<file path="src/rtl/seg7_reader_if.sv">
// Seven-segment reader bus: sample strobe and pattern in, decoded digit handshake out.
interface seg7_reader_if;
    logic       sample_en;
    logic [6:0] leds;
    logic [3:0] bcd;
    logic       bcd_valid;
    logic       bcd_ready;
    logic       bad_code;
    logic       overrun;

    // Producer side: drives the display samples and accepts results
    modport master (
        output sample_en, leds, bcd_ready,
        input  bcd, bcd_valid, bad_code, overrun
    );

    // Reader side
    modport slave (
        input  sample_en, leds, bcd_ready,
        output bcd, bcd_valid, bad_code, overrun
    );
endinterface

</file>
<file path="src/rtl/seg7_reader.sv">
// Seven-segment reader: debounces an active-low segment pattern, decodes a
// stable pattern to BCD once per change, and presents it over a valid/ready
// handshake with a sticky overrun flag for results dropped while one is pending.
module seg7_reader #(
    parameter int STABLE_CYCLES = 4
) (
    input  logic          clk,
    input  logic          reset_n,
    seg7_reader_if.slave  bus
);
    localparam logic [6:0] BLANK = 7'b1111111;
    localparam logic [3:0] STAB  = 4'(STABLE_CYCLES);

    typedef enum logic {TRACK, LOCKED} state_t;

    state_t     r_state, w_state_nxt;
    logic [6:0] r_last_pat;
    logic [6:0] r_rep_pat;
    logic [3:0] r_stab_cnt, w_stab_nxt;
    logic [3:0] r_bcd;
    logic       r_bcd_valid;
    logic       r_bad_code;
    logic       r_overrun;
    logic       w_changed;
    logic       w_accept;
    logic       w_issue;
    logic [3:0] w_dec;

    // Active-low g..a pattern to digit; anything unrecognised maps to F
    function automatic logic [3:0] f_decode(input logic [6:0] p);
        case (p)
            7'b1000000: f_decode = 4'd0;
            7'b1111001: f_decode = 4'd1;
            7'b0100100: f_decode = 4'd2;
            7'b0110000: f_decode = 4'd3;
            7'b0011001: f_decode = 4'd4;
            7'b0010010: f_decode = 4'd5;
            7'b0000010: f_decode = 4'd6;
            7'b1111000: f_decode = 4'd7;
            7'b0000000: f_decode = 4'd8;
            7'b0010000: f_decode = 4'd9;
            default:    f_decode = 4'hF;
        endcase
    endfunction

    assign w_dec = f_decode(bus.leds);

    // Stability counting and accept decision; a change while locked can be
    // accepted on the same sample when a single sample is enough
    always_comb begin
        w_stab_nxt  = r_stab_cnt;
        w_state_nxt = r_state;
        w_accept    = 1'b0;
        w_issue     = 1'b0;
        w_changed   = (bus.leds != r_rep_pat);
        if (bus.sample_en) begin
            if (bus.leds == r_last_pat)
                w_stab_nxt = (r_stab_cnt < STAB) ? r_stab_cnt + 4'd1 : r_stab_cnt;
            else
                w_stab_nxt = 4'd1;
            if ((r_state == TRACK || w_changed) && w_stab_nxt == STAB) begin
                w_accept    = 1'b1;
                w_state_nxt = LOCKED;
                w_issue     = (bus.leds != BLANK);
            end else if (r_state == LOCKED && w_changed) begin
                w_state_nxt = TRACK;
            end
        end
    end

    // FSM state register
    always_ff @(posedge clk or negedge reset_n) begin
        if (!reset_n) r_state <= TRACK;
        else          r_state <= w_state_nxt;
    end

    // Sample history: last pattern, run count, last reported pattern
    always_ff @(posedge clk or negedge reset_n) begin
        if (!reset_n) begin
            r_last_pat <= BLANK;
            r_rep_pat  <= BLANK;
            r_stab_cnt <= 4'd0;
        end else if (bus.sample_en) begin
            r_last_pat <= bus.leds;
            r_stab_cnt <= w_stab_nxt;
            if (w_accept) r_rep_pat <= bus.leds;
        end
    end

    // Result handshake: load when the slot is free or being consumed, else flag overrun
    always_ff @(posedge clk or negedge reset_n) begin
        if (!reset_n) begin
            r_bcd       <= 4'd0;
            r_bcd_valid <= 1'b0;
            r_bad_code  <= 1'b0;
            r_overrun   <= 1'b0;
        end else if (w_issue) begin
            if (!r_bcd_valid || bus.bcd_ready) begin
                r_bcd       <= w_dec;
                r_bad_code  <= (w_dec == 4'hF);
                r_bcd_valid <= 1'b1;
            end else begin
                r_overrun   <= 1'b1;
            end
        end else if (bus.bcd_ready) begin
            r_bcd_valid <= 1'b0;
        end
    end

    assign bus.bcd       = r_bcd;
    assign bus.bcd_valid = r_bcd_valid;
    assign bus.bad_code  = r_bad_code;
    assign bus.overrun   = r_overrun;
endmodule

</file>
<file path="src/flat_wrapper.sv">
// flat-port wrapper written by rule: the top's interface ports become plain ports
module seg7_reader_flat 
#(
    parameter int STABLE_CYCLES = 4
)
  (clk, reset_n, bus_sample_en, bus_leds, bus_bcd_ready, bus_bcd, bus_bcd_valid, bus_bad_code, bus_overrun);
  seg7_reader_if bus_i ();
  input  logic clk;
  input  logic reset_n;
  input wire logic [$bits(bus_i.sample_en)-1:0] bus_sample_en;
  input wire logic [$bits(bus_i.leds)-1:0] bus_leds;
  input wire logic [$bits(bus_i.bcd_ready)-1:0] bus_bcd_ready;
  output wire logic [$bits(bus_i.bcd)-1:0] bus_bcd;
  output wire logic [$bits(bus_i.bcd_valid)-1:0] bus_bcd_valid;
  output wire logic [$bits(bus_i.bad_code)-1:0] bus_bad_code;
  output wire logic [$bits(bus_i.overrun)-1:0] bus_overrun;
  assign bus_i.sample_en = bus_sample_en;
  assign bus_i.leds = bus_leds;
  assign bus_i.bcd_ready = bus_bcd_ready;
  assign bus_bcd = bus_i.bcd;
  assign bus_bcd_valid = bus_i.bcd_valid;
  assign bus_bad_code = bus_i.bad_code;
  assign bus_overrun = bus_i.overrun;
  seg7_reader #(.STABLE_CYCLES(STABLE_CYCLES)) u_core (.clk(clk), .reset_n(reset_n), .bus(bus_i));
endmodule
</file>
<file path="config.mk">
export PLATFORM = sky130hd
export DESIGN_NAME = seg7_reader_flat
export DESIGN_NICKNAME = d
export VERILOG_FILES = /design/src/rtl/seg7_reader_if.sv /design/src/rtl/seg7_reader.sv /design/src/flat_wrapper.sv
export SDC_FILE = /design/constraint.sdc
export NUM_CORES = 1
export LEC_CHECK = 0
export ABC_CLOCK_PERIOD_IN_PS = 3880
export BUFFER_PORTS_ARGS = -buffer_cell sky130_fd_sc_hd__buf_2
export CORE_MARGIN = 2
export CORE_UTILIZATION = 53
export CTS_CLUSTER_DIAMETER = 40
export DETAILED_ROUTE_END_ITERATION = 10
export HOLD_SLACK_MARGIN = 0.03
export PLACE_DENSITY = 0.81
export REMOVE_ABC_BUFFERS = 1
export SLEW_MARGIN = 25
export SYNTH_ARGS = -nofsm -noshare
export SYNTH_HDL_FRONTEND = slang
export SYNTH_SLANG_ARGS = --single-unit
</file>
<file path="constraint.sdc">
create_clock -name clk -period 3.88 [get_ports clk]
set_clock_uncertainty 0.1 [all_clocks]
set_input_delay 0.194 -clock clk [delete_from_list [all_inputs] [get_ports clk]]
set_output_delay 0.194 -clock clk [all_outputs]
set_load 0.02 [all_outputs]
</file>
==> results.md <==
- Status: finished, final reports clean
- Setup-failing EPs final: 0
- Critical path data arrival time: 2460 ps
- Post-DRT Antenna Nets: 0
- Max Freq: 429 MHz
- First-pass GRT wire length: 4140 um
- Post-synth top area cell: dfstp_2
- Critical path type: reg2reg
- Most frequent cells in the layout: mux2_2, buf_2, dfstp_2, dfrtp_1, xnor2_1
- Internal power: 0.000353 W
- Yosys reg bits: 26
- Met3 Use GR: 3.00%
- Die W: 56.4 um
- CTS Root Cell: clkbuf_4
- Startpoint class of the critical path: register
- Overflow after GRT: 0
- Setup total negative slack: 0 ps
- Met2 Use GR: 29.4%
- Initial antenna violation count: 0
- Rel. slew slack: 46.4%
- Hold Vio Cnt, Final: 0
- Vias per inst: 6.00
- P_leak: 0.657 nW
- Area of the multi-input gates: 736 um2
- Vias in the first global route: 970
- Ports: 18
- Fin crit share: 60.1%
- Period minus WS final: 2330 ps
- Synth warn: 0
- Area contributors post-synth: dfstp_2, dfrtp_1, mux2_2, xnor2_1, o21ai_0
- Seq. cell area: 668 um2
- Dpl cell area: 1530 um2
- Util after Layout: 61.7%
- Antenna diode count: 0
- Hold crit path type: in2reg
- DRT Wirelength: 2500 um
- Largest net degree at the start of global routing: 27
- Top-area cell type share of the netlist area: 25.3%
- GP Congestion: 0.784
- IO buf count: 17
- Htree depth: 1
- Top_reg_cell synth: dfstp_2
- Layout cells sized above 1: 45.6%
- Routed length per placed instance: 15.1 um
- Max Cap Viol: 0
- Max VDD drop: 282 uV
- Clock Tree Buf Depth: 2
- Cell row count: 18
- RSZ-0062 raised after global routing: false
- Die area: 3180 um2
- Die Span Y: 56.4 um
- NumNets Final: 149
- Clock latency on the worst-skew pair: 320 ps
- Core Area: 2540 um2
- GR Layer Usage met1: 19.9%
- Post-route setup slack: 1550 ps
- Final instance area: 1570 um2
- Clk pin slew, worst setup/hold paths: 130 ps
- Power density over the cells: 300 nW/um2
- DR iter-0 viols: 42
- CTS sink cnt: 26
- Pins Over Slew Limit: 0
- Total track usage: 16.5%
- Post-CTS sizing: 0
- Synth unique cells: 41
- Sw Share: 25.0%
- DR pass1 iterations: 4
- Crit Path Max Fanout: 6
- Synth Instances: 122
- Synth Area per Inst: 11.9 um2
- Cell Area, Synth: 1450 um2
- Number of synthesized flops with an enable pin: 0
- CP required: 4010 ps
- Fillers: 205
- Slew @ Worst Pin: 795 ps
- Pre-CTS setup slack: 1550 ps
- Sequential element share of the synthesized area: 46.0%
- Post-route DRC: 0
- Gate power share: 13.5%
- Ys async rst share: 100%
- Setup crit end kind: register
- Clock power share: 24.6%
- Area growth syn-to-layout: 8.00%
- Post-DP HPWL: 1850 um
- Seq pwr share: 61.9%
- CTS tree: built
- Power Total: 0.000470 W
- Busiest grt layer: met2
- Routed vias: 996
- Switching pwr: 0.000118 W
- Initial Util: 57.1%
- Most common cell after layout, fill and taps aside: mux2_2
- Num CTS Buffers: 3
## area by class of cell
type                       count  share of cell area, %
multi-input combinational     86                   46.9
sequential                    26                   42.5
timing repair buffer          18                   6.06
tap                           30                   2.39
inverter                       2                  0.478
clock buffer                   4                   1.67
## flip-flops by register name (all words and copies together), names as in the netlist
register,flops
u_core.r_rep_pat,7
u_core.bus.bcd_valid,1
u_core.bus.bcd,4
u_core.bus.overrun,1
u_core.r_stab_cnt,4
u_core.r_last_pat,7
u_core.r_state,1
u_core.bus.bad_code,1
## power by group through the flow
stage          clock network [W]  logic (W)  registers (W)
2_1_floorplan                  0  0.0000354       0.000295
3_3_place_gp                   0  0.0000608       0.000295
3_5_place_dp                   0  0.0000632       0.000296
4_1_cts                 0.000121  0.0000641       0.000292
5_1_grt                 0.000129  0.0000699       0.000293
6_report                0.000116  0.0000636       0.000291
## synthesized netlist by cell type, types with 2 or more instances
library cell and number:
a21oi_1 4, dfrtp_1 12, nor3b_1 2, a21o_1 2
nor4_1 2, nor2_1 5, dfstp_2 14, nand2b_1 2
o21ai_0 6, nor2b_1 2, a31oi_1 3, xnor2_1 11
inv_1 2, mux2_2 19, xor2_1 3, nand4_1 3
clkbuf_1 3, buf_2 4
## critical path, stage by stage (launching register included)
cell and delay (ps):
dfrtp_1 450, ha_1 330, nor4bb_1 260, o21ai_0 280, nor4_4 450, mux2_2 380
## cells by family after synthesis
family / synth area share (%)
AO/OA/AOI/OAI: 9.98
XOR/XNOR: 9.55
adder cells (fa/ha/maj): 0.860
buffers and inverters: 3.44
flip-flops: 46.0
multiplexers: 14.7
AND/OR/NAND/NOR: 15.5
## path summary, 6_finish.rpt
kind	cells after the start	endpoint	from	slack, ps
max	5	u_core.bus.bcd[2]	u_core.r_stab_cnt[0]	1550
min	3	u_core.bus.bcd_valid	bus_bcd_ready	70
max reg2reg	5	u_core.bus.bcd[2]	u_core.r_stab_cnt[0]	1550
min reg2reg	1	u_core.bus.overrun	u_core.bus.overrun	390
max in group asynchronous	2	u_core.r_last_pat[1]	reset_n	3000
min in group asynchronous	2	u_core.bus.bcd_valid	reset_n	290
## layer usage
metal  share of wire [%]  wire length, um
met2                  51             1280
met5                   0                0
met1                  43             1070
met3                 5.0              125
met4                0.88               22
## timing repair
item	CTS	global route
hold buffers	1	0
hold endpoints to repair	12	0
buffers inserted	0	0
## metrics by stage
stage,cells,hold WS (ps)
after CTS,166,64.0
final,166,72.1
after detailed placement,161,121
after global routing,166,75.4
after global placement,161,108
after floorplan,114,-202
Power figures use the tool's default switching activity.
